==> config.mk <==
export PLATFORM = sky130hd
export DESIGN_NAME = instr_encoder_loader
export DESIGN_NICKNAME = d
export VERILOG_FILES = /design/src/rtl/instr_encoder_loader.sv
export SDC_FILE = /design/constraint.sdc
export NUM_CORES = 1
export LEC_CHECK = 0
export CAP_MARGIN = 20
export CORE_ASPECT_RATIO = 1.5
export CORE_MARGIN = 2
export CORE_UTILIZATION = 40
export CTS_BUF_LIST = sky130_fd_sc_hd__clkbuf_8
export CTS_CLUSTER_DIAMETER = 60
export DETAILED_ROUTE_END_ITERATION = 10
export PLACE_DENSITY = 0.9
export SLEW_MARGIN = 15
export SYNTH_ARGS = -nofsm -noshare
export SYNTH_HDL_FRONTEND = slang
export SYNTH_SLANG_ARGS = --single-unit
==> constraint.sdc <==
create_clock -name clk -period 1.8 [get_ports clk]
set_input_delay 0.18 -clock clk [delete_from_list [all_inputs] [get_ports clk]]
set_output_delay 0.18 -clock clk [all_outputs]
set_load 0.01 [all_outputs]
==> src/rtl/instr_encoder_loader.sv <==
// Field-level instruction encoder that checks requests against a MIPS subset
// and streams legal 32-bit words into instruction memory, one word per two cycles.
`timescale 1ns/1ps
module instr_encoder_loader #(
  parameter int DEPTH = 256,
  parameter int AW    = 8
) (
  input  logic          clk,
  input  logic          rst_n,
  input  logic          start,
  input  logic          req_valid,
  output logic          req_ready,
  input  logic [5:0]    opcode,
  input  logic [5:0]    func,
  input  logic [4:0]    rs,
  input  logic [4:0]    rt,
  input  logic [4:0]    rd,
  input  logic [4:0]    shamt,
  input  logic [15:0]   imm,
  input  logic [25:0]   target,
  output logic          mem_we,
  output logic [AW-1:0] mem_addr,
  output logic [31:0]   mem_wdata,
  output logic [AW:0]   word_count,
  output logic [7:0]    illegal_count,
  output logic          full,
  output logic [1:0]    dbg_state
);

  // Handshake: a request transfers on a rising edge where req_valid && req_ready;
  // req_ready never depends on req_valid, and is low in WRITE, FULL, reset and start.

  typedef enum logic [1:0] {
    S_IDLE  = 2'd0,
    S_WRITE = 2'd1,
    S_FULL  = 2'd2
  } state_t;

  localparam logic [AW:0] LAST_COUNT = (AW+1)'(DEPTH - 1);

  state_t        r_state;
  state_t        w_next;
  logic [AW-1:0] r_addr;
  logic [AW:0]   r_count;
  logic [7:0]    r_illegal;
  logic [31:0]   r_wdata;
  logic          w_legal;
  logic          w_accept;
  logic          w_last;
  logic [31:0]   w_word;

  always_comb begin
    w_legal = 1'b0;
    if (opcode == 6'b000000) begin
      case (func)
        6'b100110, 6'b000000, 6'b000100, 6'b000010, 6'b000110, 6'b000011,
        6'b100000, 6'b100001, 6'b100010, 6'b100011, 6'b011000, 6'b011010,
        6'b100101, 6'b100111, 6'b100100, 6'b101010, 6'b001000: w_legal = 1'b1;
        default: w_legal = 1'b0;
      endcase
    end else begin
      case (opcode)
        6'b001000, 6'b001001, 6'b001100, 6'b001110, 6'b001101, 6'b000100,
        6'b000101, 6'b000110, 6'b000111, 6'b000001, 6'b100011, 6'b101011,
        6'b001010, 6'b001111, 6'b000010, 6'b000011: w_legal = 1'b1;
        default: w_legal = 1'b0;
      endcase
    end
  end

  // Fields pass through untouched; the opcode alone selects the format.
  always_comb begin
    w_word = {opcode, rs, rt, imm};
    if (opcode == 6'b000000) begin
      w_word = {opcode, rs, rt, rd, shamt, func};
    end else if (opcode == 6'b000010 || opcode == 6'b000011) begin
      w_word = {opcode, target};
    end
  end

  assign w_last = (r_count == LAST_COUNT);

  // start overrides every state, so a write in flight is dropped before mem_we rises.
  always_comb begin
    w_next    = r_state;
    req_ready = 1'b0;
    mem_we    = 1'b0;
    w_accept  = 1'b0;
    if (start) begin
      w_next = S_IDLE;
    end else begin
      case (r_state)
        S_IDLE: begin
          req_ready = rst_n;
          w_accept  = req_valid && rst_n;
          if (w_accept && w_legal) w_next = S_WRITE;
        end
        S_WRITE: begin
          mem_we = 1'b1;
          w_next = w_last ? S_FULL : S_IDLE;
        end
        S_FULL:  w_next = S_FULL;
        default: w_next = S_IDLE;
      endcase
    end
  end

  always_ff @(posedge clk or negedge rst_n) begin
    if (!rst_n) r_state <= S_IDLE;
    else        r_state <= w_next;
  end

  // The address stops at DEPTH-1 instead of wrapping once the memory is full.
  always_ff @(posedge clk or negedge rst_n) begin
    if (!rst_n) begin
      r_addr    <= '0;
      r_count   <= '0;
      r_illegal <= '0;
      r_wdata   <= '0;
    end else if (start) begin
      r_addr    <= '0;
      r_count   <= '0;
      r_illegal <= '0;
    end else begin
      if (w_accept) begin
        if (w_legal)                 r_wdata   <= w_word;
        else if (r_illegal != 8'hFF) r_illegal <= r_illegal + 8'd1;
      end
      if (r_state == S_WRITE) begin
        r_count <= r_count + 1'b1;
        if (!w_last) r_addr <= r_addr + 1'b1;
      end
    end
  end

  assign mem_addr      = r_addr;
  assign mem_wdata     = r_wdata;
  assign word_count    = r_count;
  assign illegal_count = r_illegal;
  assign full          = (r_state == S_FULL);
  assign dbg_state     = r_state;

endmodule

======== Word level (Yosys, flattened, before mapping) ========
Memories as Yosys holds them, arrays and structs flattened.
Cells that the tools add are included.
storage, ports and cells
  register bits ........................... 59
  bits in read-only memories .............. 128
  input port bits ......................... 78
  output and inout bits ................... 62
  memories ................................ 2
memories
  memory           words  width  read ports  clocked after memory_dff  write ports  line  text
  (no name shown)  64     1      1           0                         0            55    case (func)
  (no name shown)  64     1      1           0                         0            62    case (opcode)
operators by class
  add/sub/neg operators ................... 3
  equal/unequal tests ..................... 9
  mux-type cells .......................... 22
  bitwise logic cells ..................... 1
  reduce and logical (&&, ||, !) cells .... 11
operators by type and width
  operator                                        number
  2-to-1 mux 8 bit                                7
  2-to-1 mux 26 bit                               2
  2-to-1 mux 9 bit                                2
  adder 8 x 1 -> 8 bit (second input constant)    2
  == test 6 x 2 -> 1 bit (second input constant)  2
  adder 9 x 1 -> 9 bit (second input constant)    1
  == test 9 x 8 -> 1 bit (second input constant)  1
  != test 8 bit (second input constant)           1
  2-to-1 mux 1 bit                                7
  zero test 6 bit                                 1
  2-to-1 mux 2 bit                                3
  one-hot mux 2 bit (3 select lines)              1
  AND reduction 3 bit                             2
  nonzero test 2 bit                              3
  != test 2 bit (second input constant)           2
  != test 3 bit (second input constant)           1
  == test 2 x 1 -> 1 bit (second input constant)  1
  == test 2 bit (second input constant)           1
  logical AND 1 bit                               2
  zero test 2 bit                                 1
  AND reduction 2 bit                             1
  logical OR 1 bit                                1
  inverter 1 bit                                  1

======== Depth between registers and ports, before layout ========
Gate-level depths: netlist of the first run.
  word-level depth ........................ 6
  depth in mapped cells ................... 9
  mapped depth without buffers ............ 9

======== Least setup slack after synthesis of the first run ========
No wires, ideal clock.
  kind .................................... register -> register
  from .................................... reg r_count[2], in the netlist word_count[2]
  to ...................................... reg r_addr[5], in the netlist mem_addr[5]
  arrival ................................. 1.841 ns
  data required time ...................... 1.668 ns
  slack ................................... -0.173 ns
  cell stages (with the launch flop) ...... 10
  clock period less this slack ............ 1.973 ns
  cell sequence ........................... dfrtp_1 and3_1 nand3_1 nor2_1 ha_1 nor3b_2 o2111a_1 nand3_1 xor2_1 nor2_1
between the ends
  cells in the longest elaborated chain, start to end .. 3
RTL lines
  element                        line  text
  start: declaration             44    logic [AW:0] r_count;
  start signal: assignment       130   r_count <= r_count + 1'b1;
  == test 9 x 8 -> 1 bit         81    assign w_last = (r_count == LAST_COUNT);
  != test 2 bit (no line)        n/a
  AND reduction 2 bit (no line)  n/a
  end signal: assignment         131   if (!w_last) r_addr <= r_addr + 1'b1;
  end: declaration               43    logic [AW-1:0] r_addr;
Every way passes these cells.
A chain may end at the register's enable or synchronous reset.

======== Final worst setup path of the first run ========
  from .................................... reg r_state[0], in the netlist dbg_state[0]
  to ...................................... reg r_wdata[27], in the netlist mem_wdata[27]
between the ends
  cells in the longest elaborated chain, start to end .. 4
RTL lines
  element                        line  text
  start: declaration             41    state_t r_state;
  start signal: assignment       110   else r_state <= w_next;
  zero test 2 bit                92    case (r_state)
  2-to-1 mux 1 bit               92
  2-to-1 mux 1 bit               89    if (start) begin
  AND reduction 3 bit (no line)  n/a
  end signal: assignment         126   if (w_legal) r_wdata <= w_word;
  end: declaration               46    logic [31:0] r_wdata;
Every way passes these cells.

==> results of run 1 <==
==> logic make-up (layout without fill, tap and decap cells) <==
logic type | after synthesis | in the layout | synth area share (%)
AOI/OAI and AO/OA | 45 | 45 | 9.737
xor gates and xnor gates | 14 | 14 | 3.742
adders and majority gates | 4 | 4 | 1.527
buffers and inverters | 20 | 214 | 3.054
DFF | 59 | 59 | 45.06
muxes | 63 | 63 | 20.92
and+or+nand+nor | 102 | 102 | 15.96
==> worst paths after layout <==
kind | end | cells past startpoint
max in group asynchronous | dbg_state[1]$_DFFE_PN0P_ | 2
setup / recovery | mem_wdata[27]$_DFFE_PN0P_ | 6
hold reg to reg | mem_wdata[26]$_DFFE_PN0P_ | 1
setup reg to reg | mem_wdata[27]$_DFFE_PN0P_ | 6
min in group clk | mem_wdata[29]$_DFFE_PN0P_ | 2
hold / removal | illegal_count[5]$_DFFE_PN0P_ | 2
==> repair_timing <==
action                                  CTS  global route
cloned                                    2             1
gates resized for setup                  17            15
pin swaps                                 5            17
setup buffers                             3             5
endpoints found under the setup margin   40            41
==> routing by layer <==
| metal | global-route usage [%] | share of wire [%] | up-vias | wire length, microns |
|---|---|---|---|---|
| met5 | 0 | 0 | - | 0 |
| met4 | 9.474 | 2.3 | 0 | 223 |
| met3 | 5.808 | 7.0 | 21 | 689 |
| met2 | 41.38 | 54 | 142 | 5321 |
| met1 | 22.09 | 36 | 1529 | 3543 |
| li1 | - | - | 1485 | - |
==> stage by stage <==
stage               power, mW  area (sq um)  cells
floorplan               2.045          3319    307
global placement        2.763          5105    579
detailed placement      2.810          5105    579
CTS                     4.198          5415    600
global route            4.358          5538    606
finish                  4.166          5538    606
==> layout by cell type (no fill, tap or decap), types with 9 or more instances in the layout <==
cell and count:
dlygate4sd2_1 11, nor2_1 41, dfrtp_1 55, mux2_2 34, xor2_1 11, clkdlybuf4s50_1 125
nand2_1 12, a21oi_1 21, clkbuf_8 9, buf_4 43, mux2i_1 19
==> sequential cells by signal, indices dropped and copies added (netlist names) <==
| name | count |
|---|---|
| mem_wdata | 32 |
| dbg_state | 2 |
| mem_addr | 8 |
| illegal_count | 8 |
| word_count | 9 |
==> final cells by class <==
class	count	area (sq um)
Clock inverter	7	101.3
Multi-Input combinational cell	228	1790
Timing Repair Buffer	191	1883
Clock buffer	9	123.9
Sequential cell	59	1481
Fill cell	633	2470
Inverter	7	26.28
Tap cell	105	131.4
==> power by group through the flow <==
stage	combinational, mW	sequential [mW]	clock (mW)
2_1_floorplan	0.286	1.76	0
6_report	1.16	1.64	1.36
3_3_place_gp	1.11	1.65	0
5_1_grt	1.24	1.66	1.45
4_1_cts	1.16	1.64	1.40
3_5_place_dp	1.15	1.66	0
==> impl_metrics.tcl, run 1 <==
set metrics [dict create \
    critPathLaunch "dbg_state[0]$_DFFE_PN0P_" \
    clock_latency_ns 0.36 \
    yosysMostFrequentCell "dfrtp_1" \
    ctsHoldBuffers 0 \
    drive_gt1_share_pct 26.55 \
    worst_pin_slew_ns 0.7700 \
    die_w_microns 77.90 \
    first_pass_iters 5 \
    core_area_sq_mm 0.008008 \
    wl_per_cell_microns 16.14 \
    rows 40 \
    maxSlewHeadroom_pct 48.67 \
    utilization_pct 69.16 \
    antenna_found_initial 0 \
    grt_pass1_vias 3319 \
    status "finished clean" \
    areaGrowthSynthToFinish_pct 69.00 \
    syn_area_sq_mm 0.003277 \
    grt_max_degree 60 \
    rsz0062_at_grt "yes" \
    synth_warnings 0 \
    cts_buffers 9 \
    comb_power_share_pct 27.9 \
    synthTopCellsByCount "59 x dfrtp_1, 43 x nor2_1, 35 x mux2_2" \
    wl_mm 9.778 \
    finalMaxSlewViolations 0 \
    ys_ff_latch 59 \
    vias 3177 \
    power.share.clock_pct 32.8 \
    cp.required_ns 2.03 \
    diodes 0 \
    drv_cap 0 \
    yosys.area.top_type "dfrtp_1" \
    fin_nets 578 \
    fp.dieH_microns 114.9 \
    syn_inst 307 \
    period_minus_slack_ns 1.763 \
    cts.path.max_buffers 2 \
    cpPeakStageDelay_ns 0.39 \
    postRouteAntennaNets 0 \
    overflow 0 \
    cts_tree "built" \
    path_max_fanout 8 \
    path_cells "and4bb_2 > buf_4 > o2111ai_4 > buf_6 > buf_16 > mux2_1" \
    end_kind "flip-flop" \
    ys_seq_area_share_pct 45.06 \
    p_leak_nw 2.480 \
    synth_ff_type "dfrtp_1" \
    synth_area_leaders "dfrtp_1 45%, mux2_2 12%, mux2i_1 5.8%, nor2_1 4.9%, a21oi_1 3.2%" \
    hp-class "in -> async" \
    grt_pass1_wl_mm 15.30 \
    reg2reg_slack_ns 0.04 \
    pre_cts_ws_ns -0.4591 \
    max_freq_ghz 0.5673 \
    arrival_ns 1.99 \
    r2r-start "dbg_state[0]$_DFFE_PN0P_" \
    gp_congestion 0.9294 \
    seqPwrFrac_pct 39.3 \
    h-tree-depth 3 \
    drt_iter0_drc 106 \
    hold_ws_ns 0.03685 \
    path_class "reg -> reg" \
    cts-root-buf "clkbuf_8" \
    syn-num-nets 389 \
    cp_num_buf_inv 3 \
    ys_types 53 \
    pin_count 140 \
    start_util_pct 40.92 \
    ir_worst_vdd_uv 565.5 \
    clkTransAtPathRegs_ns 0.08 \
    p_switching_mw 1.116 \
    p_int_mw 3.050 \
    powerDensity_mw_per_mm2 752.3 \
    dp_hpwl_mm 6.972 \
    start_kind "flip-flop" \
    die_area_sq_mm 0.008947 \
    worst_slack_ns 0.03738 \
    synth_top_area_share_pct 45.06 \
    grt_use_total_pct 21.77 \
    cp_top_family "buffers and inverters" \
    swShare_pct 26.79 \
    async_reset_ff_share_pct 100.0 \
    fin_skew_ns 0.01179 \
    synth_edf_count 0 \
    clkSinkCount 59 \
    remaining_drc_errors 0 \
    hold_viol_final 0 \
    worst_path_max_delay_cell "dfrtp_1" \
    portBuffers 139 \
    finalCritPeriodShare_pct 97.92 \
    tns_ns 0 \
    finalSetupViolCount 0 \
    syn_avg_cell_area_sq_um 10.67 \
    via_per_inst 5.243 \
]
(Power assumes the default switching activity.)
==> run 2, diff against run 1 <==
--- a/config.mk
+++ b/config.mk
@@ -8,11 +8,11 @@
 export CAP_MARGIN = 20
 export CORE_ASPECT_RATIO = 1.5
 export CORE_MARGIN = 2
-export CORE_UTILIZATION = 40
+export CORE_UTILIZATION = 44
 export CTS_BUF_LIST = sky130_fd_sc_hd__clkbuf_8
 export CTS_CLUSTER_DIAMETER = 60
 export DETAILED_ROUTE_END_ITERATION = 10
-export PLACE_DENSITY = 0.9
+export PLACE_DENSITY = 0.94
 export SLEW_MARGIN = 15
 export SYNTH_ARGS = -nofsm -noshare
 export SYNTH_HDL_FRONTEND = slang
==> constraint.sdc (replaced) <==
create_clock -name clk -period 2 [get_ports clk]
set_input_delay 0.2 -clock clk [delete_from_list [all_inputs] [get_ports clk]]
set_output_delay 0.2 -clock clk [all_outputs]
set_load 0.01 [all_outputs]
==> run 2 against run 1 <==
Design area is 6.3% lower. Critical path type is now in -> reg. Sequential power is 9% lower. Register-to-register slack better by 0.04 ns. Worst setup slack better by 0.028 ns. Global-route usage is 1.0 points higher. Combinational power is 15% lower. Via count is 5.0% lower. First-iteration DRC count is 51% higher. Worst hold slack worse by 0.00069 ns. Sequential share of layout area is 1.7 points higher.
==> impl_metrics.tcl, run 2 (synthesis results as in run 1) <==
set metrics [dict create \
    core_area_sq_mm 0.007227 \
    period_minus_slack_ns 1.935 \
    path_class "in -> reg" \
    cts.path.max_buffers 2 \
    timing.rr.end "illegal_count[0]$_DFFE_PN0P_" \
    diodes 0 \
    overflow 0 \
    worst_path_max_delay_cell "clkdlybuf4s50_1" \
    ir_worst_vdd_uv 529.6 \
    gp_congestion 0.8256 \
    hp-class "in -> async" \
    r2r-start "illegal_count[1]$_DFFE_PN0P_" \
    cpPeakStageDelay_ns 0.52 \
    path_max_fanout 26 \
    fin_nets 557 \
    pin_count 140 \
    reg2reg_slack_ns 0.08 \
    max_freq_ghz 0.5168 \
    final_cell_mix "137 x clkdlybuf4s50_1, 58 x dfrtp_1, 42 x nor2_1" \
    grt_max_degree 60 \
    grt_pass1_vias 3104 \
    first_pass_iters 4 \
    dp_hpwl_mm 7.030 \
    clock_latency_ns 0.34 \
    largest_reg_flops 32 \
    cts_buffers 9 \
    clkSinkCount 59 \
    status "finished clean" \
    place_inst 564 \
    p_switching_mw 0.9587 \
    finalCritPeriodShare_pct 96.74 \
    cts_tree "built" \
    die_w_microns 74.46 \
    cp.required_ns 2.22 \
    grt_pass1_wl_mm 14.07 \
    portBuffers 139 \
    finalSetupViolCount 0 \
    utilization_pct 71.76 \
    drt_iter0_drc 160 \
    drive_gt1_share_pct 20.63 \
    remaining_drc_errors 0 \
    placed_area_sq_mm 0.004985 \
    wl_mm 9.308 \
    comb_power_share_pct 28.3 \
    end_kind "flip-flop" \
    arrival_ns 2.16 \
    stdcell_count 580 \
    start_kind "input pin" \
    clkTransAtPathRegs_ns 0.07 \
    p_int_mw 2.526 \
    finalPower_mw 3.485 \
    ctsHoldBuffers 0 \
    swShare_pct 27.51 \
    wl_per_cell_microns 16.05 \
    final_area_sq_mm 0.005186 \
    h-tree-depth 3 \
    maxSlewHeadroom_pct 50.36 \
    powerDensity_mw_per_mm2 672.0 \
    pre_cts_ws_ns -0.2865 \
    finalMaxSlewViolations 0 \
    hold_viol_final 0 \
    r2r_cells 6 \
    fp.dieH_microns 109.7 \
    cts-root-buf "clkbuf_8" \
    worst_pin_slew_ns 0.7447 \
    p_leak_nw 2.287 \
    seqPwrFrac_pct 42.8 \
    via_per_inst 5.202 \
    fin_skew_ns 0.008262 \
    mostFrequentLayoutCell "clkdlybuf4s50_1" \
    areaGrowthSynthToFinish_pct 58.27 \
    worst_slack_ns 0.06515 \
    postRouteAntennaNets 0 \
    postCtsSetupBuffers 0 \
    power.share.clock_pct 28.9 \
    drv_cap 0 \
    grt_use_total_pct 22.77 \
    start_util_pct 45.34 \
    die_area_sq_mm 0.008168 \
    antenna_found_initial 0 \
    path_cells "clkdlybuf4s50_1 > nand2b_1 > a31oi_1 > o31a_1 > o2111ai_4 > buf_12 > mux2_2" \
    vias 3017 \
    rows 38 \
]
-- run 2: cell count changes in the layout (fill, tap and decap cells not counted), moves of 4 or more --
cell             delta
buf_4              -15
clkdlybuf4s50_1    +12
dlygate4sd2_1      -11
nand3_1             +4
nand3_2             -4
-- run 2: critical path, delay by kind of cell --
| kind | cells | cell delay [ns] |
|---|---|---|
| multiplexers | 1 | 0.35 |
| buffers and inverters | 2 | 0.74 |
| AND/OR/NAND/NOR | 1 | 0.14 |
| AO/OA/AOI/OAI | 3 | 0.70 |
-- run 2: through the flow --
step | setup TNS [ns] | hold WS [ns]
6_report | 0 | 0.03616
2_1_floorplan | 0 | -0.09559
4_1_cts | 0 | 0.05503
5_1_grt | -0.009981 | 0.1192
3_5_place_dp | -9.728 | 0.4266
3_3_place_gp | -8.423 | 0.4317
-- run 2: worst max path at each step --
stage / from / end / slack, ns / cells past startpoint
global route: dbg_state[1]$_DFFE_PN0P_ / mem_we / -0.01 / 4
CTS: dbg_state[1]$_DFFE_PN0P_ / req_ready / 0.02 / 3
finish: func[2] / mem_wdata[23]$_DFFE_PN0P_ / 0.07 / 7
global placement: func[2] / mem_wdata[24]$_DFFE_PN0P_ / -0.25 / 7
floorplan: word_count[2]$_DFFE_PN0P_ / mem_addr[5]$_DFFE_PN0P_ / 0.03 / 9
detailed placement: func[2] / mem_wdata[23]$_DFFE_PN0P_ / -0.29 / 7
-- run 2: per-layer routing --
layer | GRT usage, % | part of all wire [%] | vias to the layer above
li1 | - | - | 1443
met1 | 24.66 | 39 | 1448
met2 | 41.72 | 53 | 109
met3 | 4.400 | 6.4 | 17
met4 | 10.20 | 1.8 | 0
met5 | 0 | 0 | -
-- run 2: timing repair --
| item | in CTS | in global routing |
|---|---|---|
| endpoints found under the setup margin | 0 | 8 |
| resized for setup | 0 | 6 |
| endpoints found under the hold margin | 0 | 0 |
-- run 2: cell type report --
type / count / area (sq um)
fill: 517 / 2041
multi-input combinational: 228 / 1710
timing repair buffer: 170 / 1659
clock inverter: 5 / 36.28
inverter: 7 / 26.28
clock buffer: 11 / 151.4
tap: 100 / 125.1
sequential: 59 / 1478
-- run 2: power groups by stage --
stage	clock network [mW]	registers [mW]	logic, mW
after global routing	1.09	1.51	1.06
after detailed placement	0	1.51	0.995
after floorplan	0	1.58	0.255
after global placement	0	1.50	0.966
final	1.01	1.49	0.988
after CTS	1.04	1.49	0.999
==> run 3, diff against run 2 <==
--- a/config.mk
+++ b/config.mk
@@ -7,12 +7,12 @@
 export LEC_CHECK = 0
 export CAP_MARGIN = 20
 export CORE_ASPECT_RATIO = 1.5
-export CORE_MARGIN = 2
-export CORE_UTILIZATION = 44
+export CORE_UTILIZATION = 50
 export CTS_BUF_LIST = sky130_fd_sc_hd__clkbuf_8
 export CTS_CLUSTER_DIAMETER = 60
 export DETAILED_ROUTE_END_ITERATION = 10
-export PLACE_DENSITY = 0.94
+export DONT_BUFFER_PORTS = 1
+export PLACE_DENSITY = 0.76
 export SLEW_MARGIN = 15
 export SYNTH_ARGS = -nofsm -noshare
 export SYNTH_HDL_FRONTEND = slang
==> run 3 against run 2 <==
Clock skew rose by 0.0016 ns. Critical path type is now reg -> reg. Critical path depth increased by 2. Sequential share of layout area is 10 points higher. Largest cell class unchanged.
==> impl_metrics.tcl, run 3 (synthesis results as in run 1) <==
set metrics [dict create \
    status "finished clean" \
    hold_ws_ns 0.01547 \
    cts-root-buf "clkbuf_8" \
    via_per_inst 6.000 \
    min-delay-start "opcode[5]" \
    worst_path_max_delay_cell "dfrtp_2" \
    swShare_pct 25.41 \
    max_freq_ghz 0.5321 \
    mostFrequentLayoutCell "dfrtp_1" \
    pin_count 140 \
    worst_slack_ns 0.1206 \
    seqPwrFrac_pct 48.2 \
    vias 2454 \
    fp.dieH_microns 101.2 \
    maxSlewHeadroom_pct 56.22 \
    comb_power_share_pct 11.5 \
    hold_viol_final 0 \
    tns_ns 0 \
    gp_congestion 0.8390 \
    placed_area_sq_mm 0.003451 \
    p_leak_nw 1.747 \
    dp_hpwl_mm 5.163 \
    start_util_pct 52.70 \
    final_area_sq_mm 0.003796 \
    rsz0062_at_grt "no" \
    postRouteAntennaNets 0 \
    utilization_pct 61.05 \
    postCtsSetupBuffers 0 \
    die_area_sq_mm 0.006888 \
    place_inst 387 \
    areaGrowthSynthToFinish_pct 15.85 \
    drive_gt1_share_pct 26.57 \
    path_cells "and3_4 > nand3_1 > nor2_1 > ha_2 > nor3b_4 > o2111a_2 > nand3_1 > xor2_1 > nor2_1" \
    h-tree-depth 3 \
    hp-class "in -> reg" \
    timing.rr.end "mem_addr[7]$_DFFE_PN0P_" \
    cts_buffers 9 \
    antenna_found_initial 0 \
    path_class "reg -> reg" \
    start_kind "flip-flop" \
    ir_worst_vdd_uv 460.8 \
    final_cell_mix "56 x dfrtp_1, 43 x nor2_1, 35 x mux2_2" \
    fin_nets 412 \
    fin_skew_ns 0.009877 \
    cts_tree "built" \
    finalMaxSlewViolations 0 \
    final.fill_count 512 \
    grt_pass1_vias 2420 \
    cpPeakStageDelay_ns 0.45 \
    finalSetupViolCount 0 \
    grt_use_total_pct 21.98 \
    r2r_cells 9 \
    crit_cells 9 \
    finalCritPeriodShare_pct 93.97 \
    power.share.clock_pct 40.3 \
    path_max_fanout 3 \
    grt_max_degree 60 \
    clkSinkCount 59 \
    clock_latency_ns 0.34 \
    cp_num_buf_inv 0 \
    worst_pin_slew_ns 0.6545 \
    r2r-start "word_count[4]$_DFFE_PN0P_" \
    holdPathEnd "mem_wdata[31]$_DFFE_PN0P_" \
    finalPower_mw 3.266 \
    grt_pass1_wl_mm 11.20 \
    clkTransAtPathRegs_ns 0.07 \
    cts.path.max_buffers 2 \
    cp.required_ns 2.21 \
    remaining_drc_errors 0 \
    wl_mm 7.339 \
    core_area_sq_mm 0.006218 \
    wl_per_cell_microns 17.94 \
    drt_iter0_drc 98 \
    stdcell_count 409 \
    period_minus_slack_ns 1.879 \
    die_w_microns 68.10 \
    pre_cts_ws_ns 0.1068 \
    holdPathStages 1 \
    p_switching_mw 0.8297 \
    diodes 0 \
    cp_top_family "simple AND/OR/NAND/NOR gates" \
    drv_cap 0 \
    overflow 0 \
    reg2reg_slack_ns 0.12 \
    rows 35 \
    powerDensity_mw_per_mm2 860.2 \
    largest_reg_flops 32 \
    portBuffers 0 \
    end_kind "flip-flop" \
    first_pass_iters 4 \
    p_int_mw 2.436 \
    arrival_ns 2.09 \
]
run 3: cell count changes in the layout (fill, tap and decap cells not counted), moves of 2 or more:
| cell | change |
|---|---|
| dfrtp_1 | -2 |
| buf_4 | -10 |
| clkdlybuf4s50_1 | -137 |
| bufinv_16 | +3 |
| buf_12 | -2 |
| dlygate4sd3_1 | +5 |
| dfrtp_2 | +2 |
| clkinvlp_4 | -3 |
run 3: worst register-to-register path: cells and delay by family, from the launching register on:
family | cells | cell delay (ns)
and+or+nand+nor | 6 | 0.68
AOI/OAI and AO/OA | 1 | 0.28
DFF | 1 | 0.45
xor gates and xnor gates | 1 | 0.15
adders and majority gates | 1 | 0.18
run 3: routing by layer:
| layer | GRT usage, % | routed length [microns] | up-vias |
|---|---|---|---|
| li1 | - | - | 1153 |
| met1 | 23.57 | 2680 | 1152 |
| met2 | 38.69 | 3891 | 136 |
| met3 | 5.293 | 613 | 13 |
| met4 | 11.22 | 154 | 0 |
| met5 | 0 | 0 | - |
run 3: what timing repair did:
action,4_1_cts,5_1_grt
gates resized for setup,0,9
setup endpoints to repair,0,2
hold buffers,6,0
hold endpoints to repair,80,0
run 3: cell type report:
cell class / instances / area (sq um) / area share (%)
clock buffers: 10 / 137.6 / 3.626
clock inverters: 6 / 103.9 / 2.736
inverters: 7 / 26.28 / 0.6922
multi-input cells: 228 / 1723 / 45.39
flip-flops and latches: 59 / 1480 / 38.99
well taps: 74 / 92.59 / 2.439
repair buffers: 25 / 232.7 / 6.131
run 3: worst max path at each step:
stage                                          from                 endpoint  slack, ns
after floorplan           word_count[2]$_DFFE_PN0P_  mem_addr[5]$_DFFE_PN0P_       0.03
after global placement    word_count[4]$_DFFE_PN0P_  mem_addr[5]$_DFFE_PN0P_       0.15
after detailed placement  word_count[4]$_DFFE_PN0P_  mem_addr[5]$_DFFE_PN0P_       0.11
after CTS                 word_count[4]$_DFFE_PN0P_  mem_addr[5]$_DFFE_PN0P_       0.06
after global routing      word_count[4]$_DFFE_PN0P_  mem_addr[5]$_DFFE_PN0P_      0.007
final                     word_count[4]$_DFFE_PN0P_  mem_addr[7]$_DFFE_PN0P_       0.12
run 3: power by group through the flow:
stage               logic [mW]  clock network [mW]  registers [mW]
floorplan                0.255                   0            1.58
global placement         0.318                   0            1.59
detailed placement       0.335                   0            1.60
CTS                      0.380                1.35            1.58
global route             0.415                1.39            1.60
finish                   0.375                1.32            1.57
